--- src/rtl/instr_loader_pkg.sv ---
// ============================================================================
// Module   : instr_loader_pkg
// Function : Shared types and constants for the instruction-memory loader.
// Revision : 1.0 - initial release
// ============================================================================
`default_nettype none

package instr_loader_pkg;

  localparam int W         = 9;
  localparam int D_DEFAULT = 12;

  typedef enum logic [1:0] {
    IDLE = 2'd0,
    LOAD = 2'd1,
    DONE = 2'd2
  } state_e;

endpackage

`default_nettype wire

--- src/rtl/instr_loader.sv ---
// ============================================================================
// Module   : instr_loader
// Function : Streams machine-code words into the instruction store from
//            address 0, stalling the core and tracking an XOR checksum.
// Revision : 1.0 - initial release
// ============================================================================
`default_nettype none

module instr_loader
  import instr_loader_pkg::*;
#(
  parameter int D = D_DEFAULT
) (
  input  logic         clk,
  input  logic         rst_n,
  input  logic         start,
  input  logic [D:0]   len,
  input  logic         in_valid,
  input  logic [W-1:0] in_data,
  output logic         in_ready,
  output logic         wr_en,
  output logic [D-1:0] wr_addr,
  output logic [W-1:0] wr_data,
  output logic         core_hold,
  output logic         busy,
  output logic         done,
  output logic [W-1:0] checksum
);

  localparam logic [D:0] MAX_LEN = {1'b1, {D{1'b0}}};

  state_e       state_q, state_d;
  logic [D-1:0] addr_q, addr_d;
  logic [D:0]   rem_q, rem_d;
  logic [W-1:0] csum_q, csum_d;
  logic         wr_en_q, wr_en_d;
  logic [D-1:0] wr_addr_q, wr_addr_d;
  logic [W-1:0] wr_data_q, wr_data_d;
  logic         done_q, done_d;
  logic [D:0]   len_clamped;

  assign len_clamped = (len > MAX_LEN) ? MAX_LEN : len;

  always_comb begin
    state_d   = state_q;
    addr_d    = addr_q;
    rem_d     = rem_q;
    csum_d    = csum_q;
    wr_en_d   = 1'b0;
    wr_addr_d = wr_addr_q;
    wr_data_d = wr_data_q;
    done_d    = 1'b0;

    case (state_q)
      IDLE: begin
        if (start) begin
          csum_d = '0;
          if (len_clamped == '0) begin
            state_d = DONE;
            done_d  = 1'b1;
          end else begin
            rem_d   = len_clamped;
            addr_d  = '0;
            state_d = LOAD;
          end
        end
      end
      LOAD: begin
        if (in_valid) begin
          wr_en_d   = 1'b1;
          wr_addr_d = addr_q;
          wr_data_d = in_data;
          // Wraps to 0 after a full-depth load; never issued with wr_en.
          addr_d    = addr_q + D'(1);
          rem_d     = rem_q - (D+1)'(1);
          csum_d    = csum_q ^ in_data;
          if (rem_q == (D+1)'(1)) begin
            state_d = DONE;
            done_d  = 1'b1;
          end
        end
      end
      DONE: begin
        state_d = IDLE;
      end
      default: begin
        state_d = IDLE;
      end
    endcase
  end

  always_ff @(posedge clk or negedge rst_n) begin
    if (!rst_n) begin
      state_q   <= IDLE;
      addr_q    <= '0;
      rem_q     <= '0;
      csum_q    <= '0;
      wr_en_q   <= 1'b0;
      wr_addr_q <= '0;
      wr_data_q <= '0;
      done_q    <= 1'b0;
    end else begin
      state_q   <= state_d;
      addr_q    <= addr_d;
      rem_q     <= rem_d;
      csum_q    <= csum_d;
      wr_en_q   <= wr_en_d;
      wr_addr_q <= wr_addr_d;
      wr_data_q <= wr_data_d;
      done_q    <= done_d;
    end
  end

  assign in_ready  = (state_q == LOAD);
  assign busy      = (state_q != IDLE);
  assign core_hold = busy;
  assign wr_en     = wr_en_q;
  assign wr_addr   = wr_addr_q;
  assign wr_data   = wr_data_q;
  assign done      = done_q;
  assign checksum  = csum_q;

endmodule

`default_nettype wire

--- config.mk ---
export PLATFORM = sky130hd
export DESIGN_NAME = instr_loader
export DESIGN_NICKNAME = d
export VERILOG_FILES = /design/src/rtl/instr_loader_pkg.sv /design/src/rtl/instr_loader.sv
export SDC_FILE = /design/constraint.sdc
export NUM_CORES = 1
export LEC_CHECK = 0
export ABC_AREA = 0
export CORE_MARGIN = 5
export CORE_UTILIZATION = 46
export DETAILED_ROUTE_END_ITERATION = 6
export GPL_TIMING_DRIVEN = 1
export HOLD_SLACK_MARGIN = 0.08
export PLACE_DENSITY = 0.76
export RECOVER_POWER = 100
export SYNTH_ARGS = -nofsm -noshare
export SYNTH_HDL_FRONTEND = slang
export SYNTH_SLANG_ARGS = --single-unit
--- constraint.sdc ---
create_clock -name clk -period 1.8 [get_ports clk]
set_input_delay 0.27 -clock clk [delete_from_list [all_inputs] [get_ports clk]]
set_output_delay 0.27 -clock clk [all_outputs]
set_load 0.05 [all_outputs]
# == Word-level counts from Yosys, hierarchy flattened ==
# Cells that the tools add are included.
# classes
add_sub_neg,2
n_lt_le_gt_ge,1
n_eq_ne,6
mux,24
n_bitwise,1
n_reduce_logical,8
# op_table
operator,count
13-bit two-way mux,4
12-bit two-way mux,3
13-bit case mux with 2 select lines,1
12-bit case mux with 2 select lines,1
9-bit two-way mux,2
9-bit case mux with 2 select lines,1
13-bit by 1-bit == test with 1-bit output (second input constant),1
13-bit > comparator (second input constant),1
13-bit logical NOT,1
13-bit by 1-bit subtractor with 13-bit output (second input constant),1
12-bit by 1-bit adder with 12-bit output (second input constant),1
9-bit bitwise XOR,1
2-bit two-way mux,4
1-bit two-way mux,6
2-bit inequality test (second input constant),3
3-bit AND reduction,2
2-bit case mux with 2 select lines,1
4-bit AND reduction,1
2-bit nonzero test,2
2-bit by 1-bit == test with 1-bit output (second input constant),1
2-bit logical NOT,1
2-bit by 1-bit inequality test with 1-bit output (second input constant),1
1-bit case mux with 2 select lines,1
2-bit AND reduction,1
# totals
ff_bits,59
in_bits,26
output_inout_bits,35
word_cells,50

# == Logic depth before layout (Yosys ltp) ==
# Gate-level depths: netlist of run 1.
# depth
word_depth,6
ltp_mapped,7
mapped_depth_nobuf,6

# == Worst setup path after synthesis of run 1 ==
# No wires, ideal clock.
# synth_path
path_type,register -> register
startpoint,register state_q[1]
endpoint,register addr_q[10]
setup_time_ns,0.082
arrival_ns,1.783
t_required_ns,1.718
setup_slack_ns,-0.066
path_stages_with_launch,7
path_buffers,2
period_less_slack_ns,1.866
path_cell_list,dfrtp_1 nand2b_1 buf_2 clkinv_1 clkbuf_1 o21ai_0 a31oi_1
# synth_between
elab_chain_cells,3
word_cells_on_any_way,8
cone_classes,eq/ne (4); mux (1); reduce/logical (3)
# synth_rtl
element,line_no,text
from (decl),instr_loader.sv:32,"state_e state_q, state_d;"
from (signal assigned),instr_loader.sv:103,state_q <= state_d;
2-bit by 1-bit == test with 1-bit output (*),--,
named net in_ready,instr_loader.sv:20,"output logic in_ready,"
2-bit inequality test (no source line) / 2-bit nonzero test (equally long branches),--,
4-bit AND reduction (no source line),--,
to (signal assigned),instr_loader.sv:104,addr_q <= addr_d;
to (decl),instr_loader.sv:33,"logic [D-1:0] addr_q, addr_d;"
# Mark *: on every way through the listed nets, which the timed path passes. The rest lies on a longest branch.
# A chain may end at the register's enable or synchronous reset.

# == Worst setup path in the final report of run 1 ==
# layout_path
startpoint,register wr_addr_q[3] (netlist: wr_addr[3])
endpoint,output wr_addr[3]
# layout_lines
element,line_no,text
from (decl),instr_loader.sv:37,"logic [D-1:0] wr_addr_q, wr_addr_d;"
from (signal assigned),instr_loader.sv:108,wr_addr_q <= wr_addr_d;
to (decl),instr_loader.sv:22,"output logic [D-1:0] wr_addr,"
# No word-level cell between the ends.

==> run metrics, run 1 <==
initial antenna violation count 0; Async SR Flop Fraction 100%; CTS root buffer clkbuf_8; WL/cell 16.4 um; Post-synth top cells nand2_1, dfrtp_1, nor2_1, a21oi_1; # diodes 0; register area share after synthesis 50.3%; core box area 0.00628 mm2; Post-Syn Instances 312; row count 29; Top Ports 61; type of the worst min-delay path register to register; first-pass GRT wire length 13600 um; Die Ht 89.8 um; share of total power in the clock network 20.5%; P_leak 1.85 nW; largest net degree at the start of global routing 41; Slew HR 25.7%; CP delay by family, top buffers and inverters; worst-path cell chain clkdlybuf4s50_1; startpoint types register; Overflow after GRT 0; part of the cycle the worst path needs 97.7%; PnR worst setup slack 0.0423 ns; most frequent cell after synthesis nand2_1; synth top area cells dfrtp_1, nand2_1, xor2_1; vias 2843; Logic pwr share 45.4%; die width 89.8 um; Worst-Margin Slew 1.11 ns; max-slew violations 0; Post-route DRC 0; Crit path largest cell delay 0.80 ns; initial detailed-routing violation count 244; Main synth FF type dfrtp_1; Clock Tree Buf Depth 2; worst-path fanout max 2; nets 454; Port-buffer cells 60; Psw 2.82 mW; Synth cell types 57; Post-synth EDFFs 0; path type of the worst setup path register to output port; via/cell ratio 5.61; syn avg cell area 9.40 um2; Placed Cells 489; FMAX 569 MHz; Critical Path Sink Type output port; H-tree lvl count 3; Tot GR Track Use 20.4%; critical path's slowest cell clkdlybuf4s50_1; yosys warns 0; Pwr Density 1530 mW/mm2; Max IR drop VDD 995 uV; P_int 3.42 mW; status completed; Setup WS pre-CTS -0.331 ns; total clock buffers created by CTS 9; Layout Cells excl Fill 507; final WL 8290 um; WP data arrival 1.49 ns; starting density of the core 46.7%; Tmin final 1.76 ns; Area growth syn-to-layout 39.5%; clock transition at the registers of the reported paths 0.07 ns; area share of the largest cell type after synthesis 50.3%; post-synth top area cell dfrtp_1; vias in the first global route 2905; Sw Share 45.2%; Detail Route Antenna Nets 0; skew final 0.0103 ns; RSZ-0062 raised after global routing yes; final hold violations 0; share of cells above drive strength 1 21.4%; Crit path required time 1.53 ns; Crit path buffers/inverters 1; synthesized area 0.00293 mm2; die area 0.00807 mm2; max-cap viol count 0; syn nets 341; #FFs+latches synth 59; count of final setup violators 0; Clock Latency Late Sink 0.35 ns; Tot Pwr 6.24 mW; CTS tree yes; Post-DP HPWL 5990 um; Sink Count 59; GPL Wtd Cong 0.888; TritonRoute pass-1 iters 4; power share of the sequential group 34.1%
timing repair:
item | 4_1_cts | 5_1_grt
buffers inserted | 0 | 1
pin swaps | 0 | 3
hold endpoints to repair | 19 | 0
hold buffers | 1 | 0
gates resized for setup | 13 | 23
setup endpoints to repair | 16 | 32
worst paths after layout:
path                            start          to  slack, ns  depth (start not counted)
setup / recovery           wr_addr[3]  wr_addr[3]       0.04                          1
hold / removal             wr_addr[5]  wr_addr[5]       0.47                          2
setup reg to reg             rem_q[2]   rem_q[11]       0.04                          5
hold reg to reg            wr_addr[5]  wr_addr[5]       0.47                          2
max in group asynchronous       rst_n    rem_q[5]       0.34                          3
min in group asynchronous       rst_n  wr_data[4]       0.68                          2
through the flow:
step                setup TNS [ns]  util [%]  cell area, um2  hold WS [ns]
finish                           0      65.2            4090         0.472
global route               -0.0967      65.2            4090         0.495
CTS                              0      66.9            4200         0.435
detailed placement           -6.30      63.3            3970         0.247
global placement             -4.19      63.3            3970         0.240
floorplan                        0         -            2940       -0.0256
logic make-up after synthesis:
family	synth area share, %
simple gates	22.3
compound gates	16.5
xor+xnor	2.99
fa+ha+maj	1.28
flops	50.3
mux	1.71
buf+inv	4.91
per-layer routing:
metal  up-vias  global-route usage, %  share of wire, %
met5         -                      0                 0
met4         0                   11.8               3.0
met3        21                   3.51               6.0
met2       100                   33.8                50
met1      1378                   25.0                41
li1       1344                      -                 -
cell usage in the layout, fill, tap and decap left out, drive strengths merged, types with 3 or more instances in the layout:
cell type	instances
nor4	7
a211oi	8
buf	52
dfrtp	59
nor2	20
nand4	3
a31oi	6
a221o	5
or3	3
ha	3
or4	7
xor2	9
inv	16
mux2i	5
a21oi	13
dlygate4sd2	8
clkbuf	41
nand3	9
nand2	65
nand2b	3
clkdlybuf4s50	26
nor3	9
o21ai	12
o211ai	7
clkinv	3
layout make-up:
class / instances / area (um2)
clock buffers: 9 / 124
clock inverters: 7 / 83.8
fillers: 516 / 2190
inverters: 14 / 53.8
multi-input cells: 222 / 1370
flip-flops and latches: 59 / 1480
well taps: 77 / 96.3
repair buffers: 119 / 890
flip-flops by register name, summed over array words and instances (netlist names):
register	count
wr_en	1
wr_data	9
rem_q	13
done	1
wr_addr	12
state_q	2
checksum	9
addr_q	12
power groups by stage:
stage          Clock, mW  Sequential [mW]  Combinational (mW)
2_1_floorplan          0             2.93                1.02
6_report            1.28             2.13                2.83
4_1_cts             1.30             2.12                2.97
5_1_grt             1.36             2.19                3.06
3_5_place_dp           0             2.14                3.00
3_3_place_gp           0             2.13                2.94
Power figures use the tool's default switching activity.
==> run 2, diff against run 1 <==
Settings changed: PLACE_DENSITY 0.76 to 0.79, TNS_END_PERCENT from default to 50.
==> run metrics, run 2 (synthesis results as in run 1) <==
WL/cell 16.5 um (+1.0%); most common cell after layout, fill and taps aside nand2_1; worst hold slack 0.476 ns (+0.00394 ns); share of cells above drive strength 1 22.5% (+1.1 points); Crit path largest cell delay 0.45 ns (-0.35 ns); initial antenna violation count 0 (unchanged); Area growth syn-to-layout 41.9%; first-pass GRT wire length 14000 um (+3.3%); Die Ht 89.8 um (unchanged); row count 29 (unchanged); Slew HR 33.3% (+7.6 points); RSZ-0062 raised after global routing yes; vias in the first global route 2959 (+1.9%); nets 459 (+1.1%); max-cap viol count 0 (unchanged); TritonRoute pass-1 iters 5 (+1); setup TNS 0 ns (unchanged); Psw 2.86 mW (+1.5%); clock transition at the registers of the reported paths 0.08 ns (about the same); Tot GR Track Use 21.1% (+0.71 points); CTS root buffer clkbuf_8; Setup WS pre-CTS -0.234 ns (+0.0968 ns); startpoint types register; DP Area 0.00402 mm2 (+1.2%); worst-path fanout max 6 (+4); count of final setup violators 0 (unchanged); type of the worst min-delay path register to register; WP data arrival 2.01 ns (+0.52 ns); Layout Cells excl Fill 512 (+0.99%); core box area 0.00628 mm2 (unchanged); Sink Count 59 (unchanged); cell area after layout 0.00416 mm2 (+1.7%); Post-DP HPWL 6040 um (+0.78%); hold path start wr_addr[0]; Detail Route Antenna Nets 0 (unchanged); status completed; die area 0.00807 mm2 (unchanged); hold path cells 2 (unchanged); Critical Path Sink Type register; largest net degree at the start of global routing 42 (+2.4%); P_int 3.46 mW (+1.2%); Largest register FFs 13 (unchanged); share of total power in the clock network 20.4% (about the same); final hold violations 0 (unchanged); Crit path required time 2.03 ns (+0.50 ns); PnR worst setup slack 0.0266 ns (-0.0157 ns); end of the worst hold path wr_addr[0]; Top Ports 61 (unchanged); # diodes 0 (unchanged); Tmin final 1.77 ns (+0.0157 ns); final WL 8460 um (+2.0%); Pwr Density 1520 mW/mm2 (-0.41%); FMAX 564 MHz (-0.88%); H-tree lvl count 3 (unchanged); CTS tree yes; Max IR drop VDD 978 uV (-1.7%); starting density of the core 46.7% (unchanged); Placed Cells 493 (+0.82%); Tot Pwr 6.32 mW (+1.3%); die width 89.8 um (unchanged); Overflow after GRT 0 (unchanged); path type of the worst setup path register to register; Sw Share 45.3% (+0.059 points); skew final 0.00907 ns (-0.00122 ns); P_leak 1.90 nW (+2.8%); Clock Latency Late Sink 0.35 ns (about the same); critical path's slowest cell or3b_4; Worst R2R End rem_q[6]; Reg2Reg Depth 6 (+1); Logic pwr share 45.9% (+0.5 points); R2R Path Start rem_q[1]; max-slew violations 0 (unchanged); Crit path buffers/inverters 1 (unchanged); reg2reg setup slack 0.03 ns (-0.02 ns); part of the cycle the worst path needs 98.5% (+0.87 points); Layout Utilization 66.3% (+1.1 points); Post-route DRC 0 (unchanged); Port-buffer cells 60 (unchanged); total clock buffers created by CTS 9 (unchanged); via/cell ratio 5.66 (+0.87%); worst-path cell chain inv_2, ha_1, or3b_4, o31a_1, o22ai_1, a211oi_1; Worst-Margin Slew 1.00 ns (-0.114 ns); GPL Wtd Cong 0.889 (+0.14%); power share of the sequential group 33.6% (-0.5 points); initial detailed-routing violation count 173 (-29%); vias 2896 (+1.9%); Clock Tree Buf Depth 2 (unchanged); CP delay by family, top compound AO/OA/AOI/OAI gates; Top reg by flops rem_q; most frequent cells in the layout nand2_1, dfrtp_1, buf_4, clkdlybuf4s50_1, clkbuf_1
## run 2: routing by layer
| layer | GRT usage, % | up-vias | wire [um] | part of all wire, % |
|---|---|---|---|---|
| li1 | - | 1358 | - | - |
| met1 | 26.6 | 1387 | 3560 | 42 |
| met2 | 34.5 | 121 | 4160 | 49 |
| met3 | 5.68 | 30 | 521 | 6.2 |
| met4 | 8.31 | 0 | 221 | 2.6 |
| met5 | 0 | - | 0 | 0 |
## run 2: layout make-up
class                      count  area [um2]
clock buffer                   9         124
clock inverter                 7        83.8
fill                         505        2120
inverter                      14        53.8
multi-input combinational    222        1370
sequential                    59        1480
tap                           77        96.3
timing repair buffer         124         958
## run 2: how the worst max path moves through the flow
stage,slack [ns],start,to,cells past startpoint
floorplan,-0.04,rem_q[0],rem_q[10],7
global placement,-0.21,len[0],rem_q[1],6
detailed placement,-0.23,len[4],addr_q[6],7
CTS,0.002,wr_data[1],wr_data[1],1
global route,-0.04,rem_q[1],state_q[1],7
finish,0.03,rem_q[1],rem_q[6],6
## run 2: power groups by stage
| stage | combinational [mW] | sequential [mW] | clock [mW] |
|---|---|---|---|
| final | 2.90 | 2.13 | 1.29 |
| after detailed placement | 3.05 | 2.13 | 0 |
| after CTS | 3.02 | 2.12 | 1.31 |
| after global routing | 3.13 | 2.19 | 1.37 |
| after floorplan | 1.02 | 2.93 | 0 |
| after global placement | 2.98 | 2.11 | 0 |
## run 2: worst register-to-register path: cells and delay by family (launching register included)
kind	cells	cell delay, ns
AO/OA/AOI/OAI	3	0.56
AND/OR/NAND/NOR	1	0.45
flip-flops	1	0.42
adder cells (fa/ha/maj)	1	0.15
buffers and inverters	1	0.08
## run 2: what timing repair did
item,CTS,global route
resized for setup,19,18
cloned,0,0
pin swaps,0,1
endpoints found under the setup margin,21,17
hold buffers,1,0
hold endpoints to repair,18,0
buffers inserted,0,2
==> run 3, diff against run 2 <==
Settings changed: CAP_MARGIN from default to 30, SLEW_MARGIN from default to 20.
==> results of run 3 <==
Same layout as run 2: the final DEF is identical, and so are final timing and power.
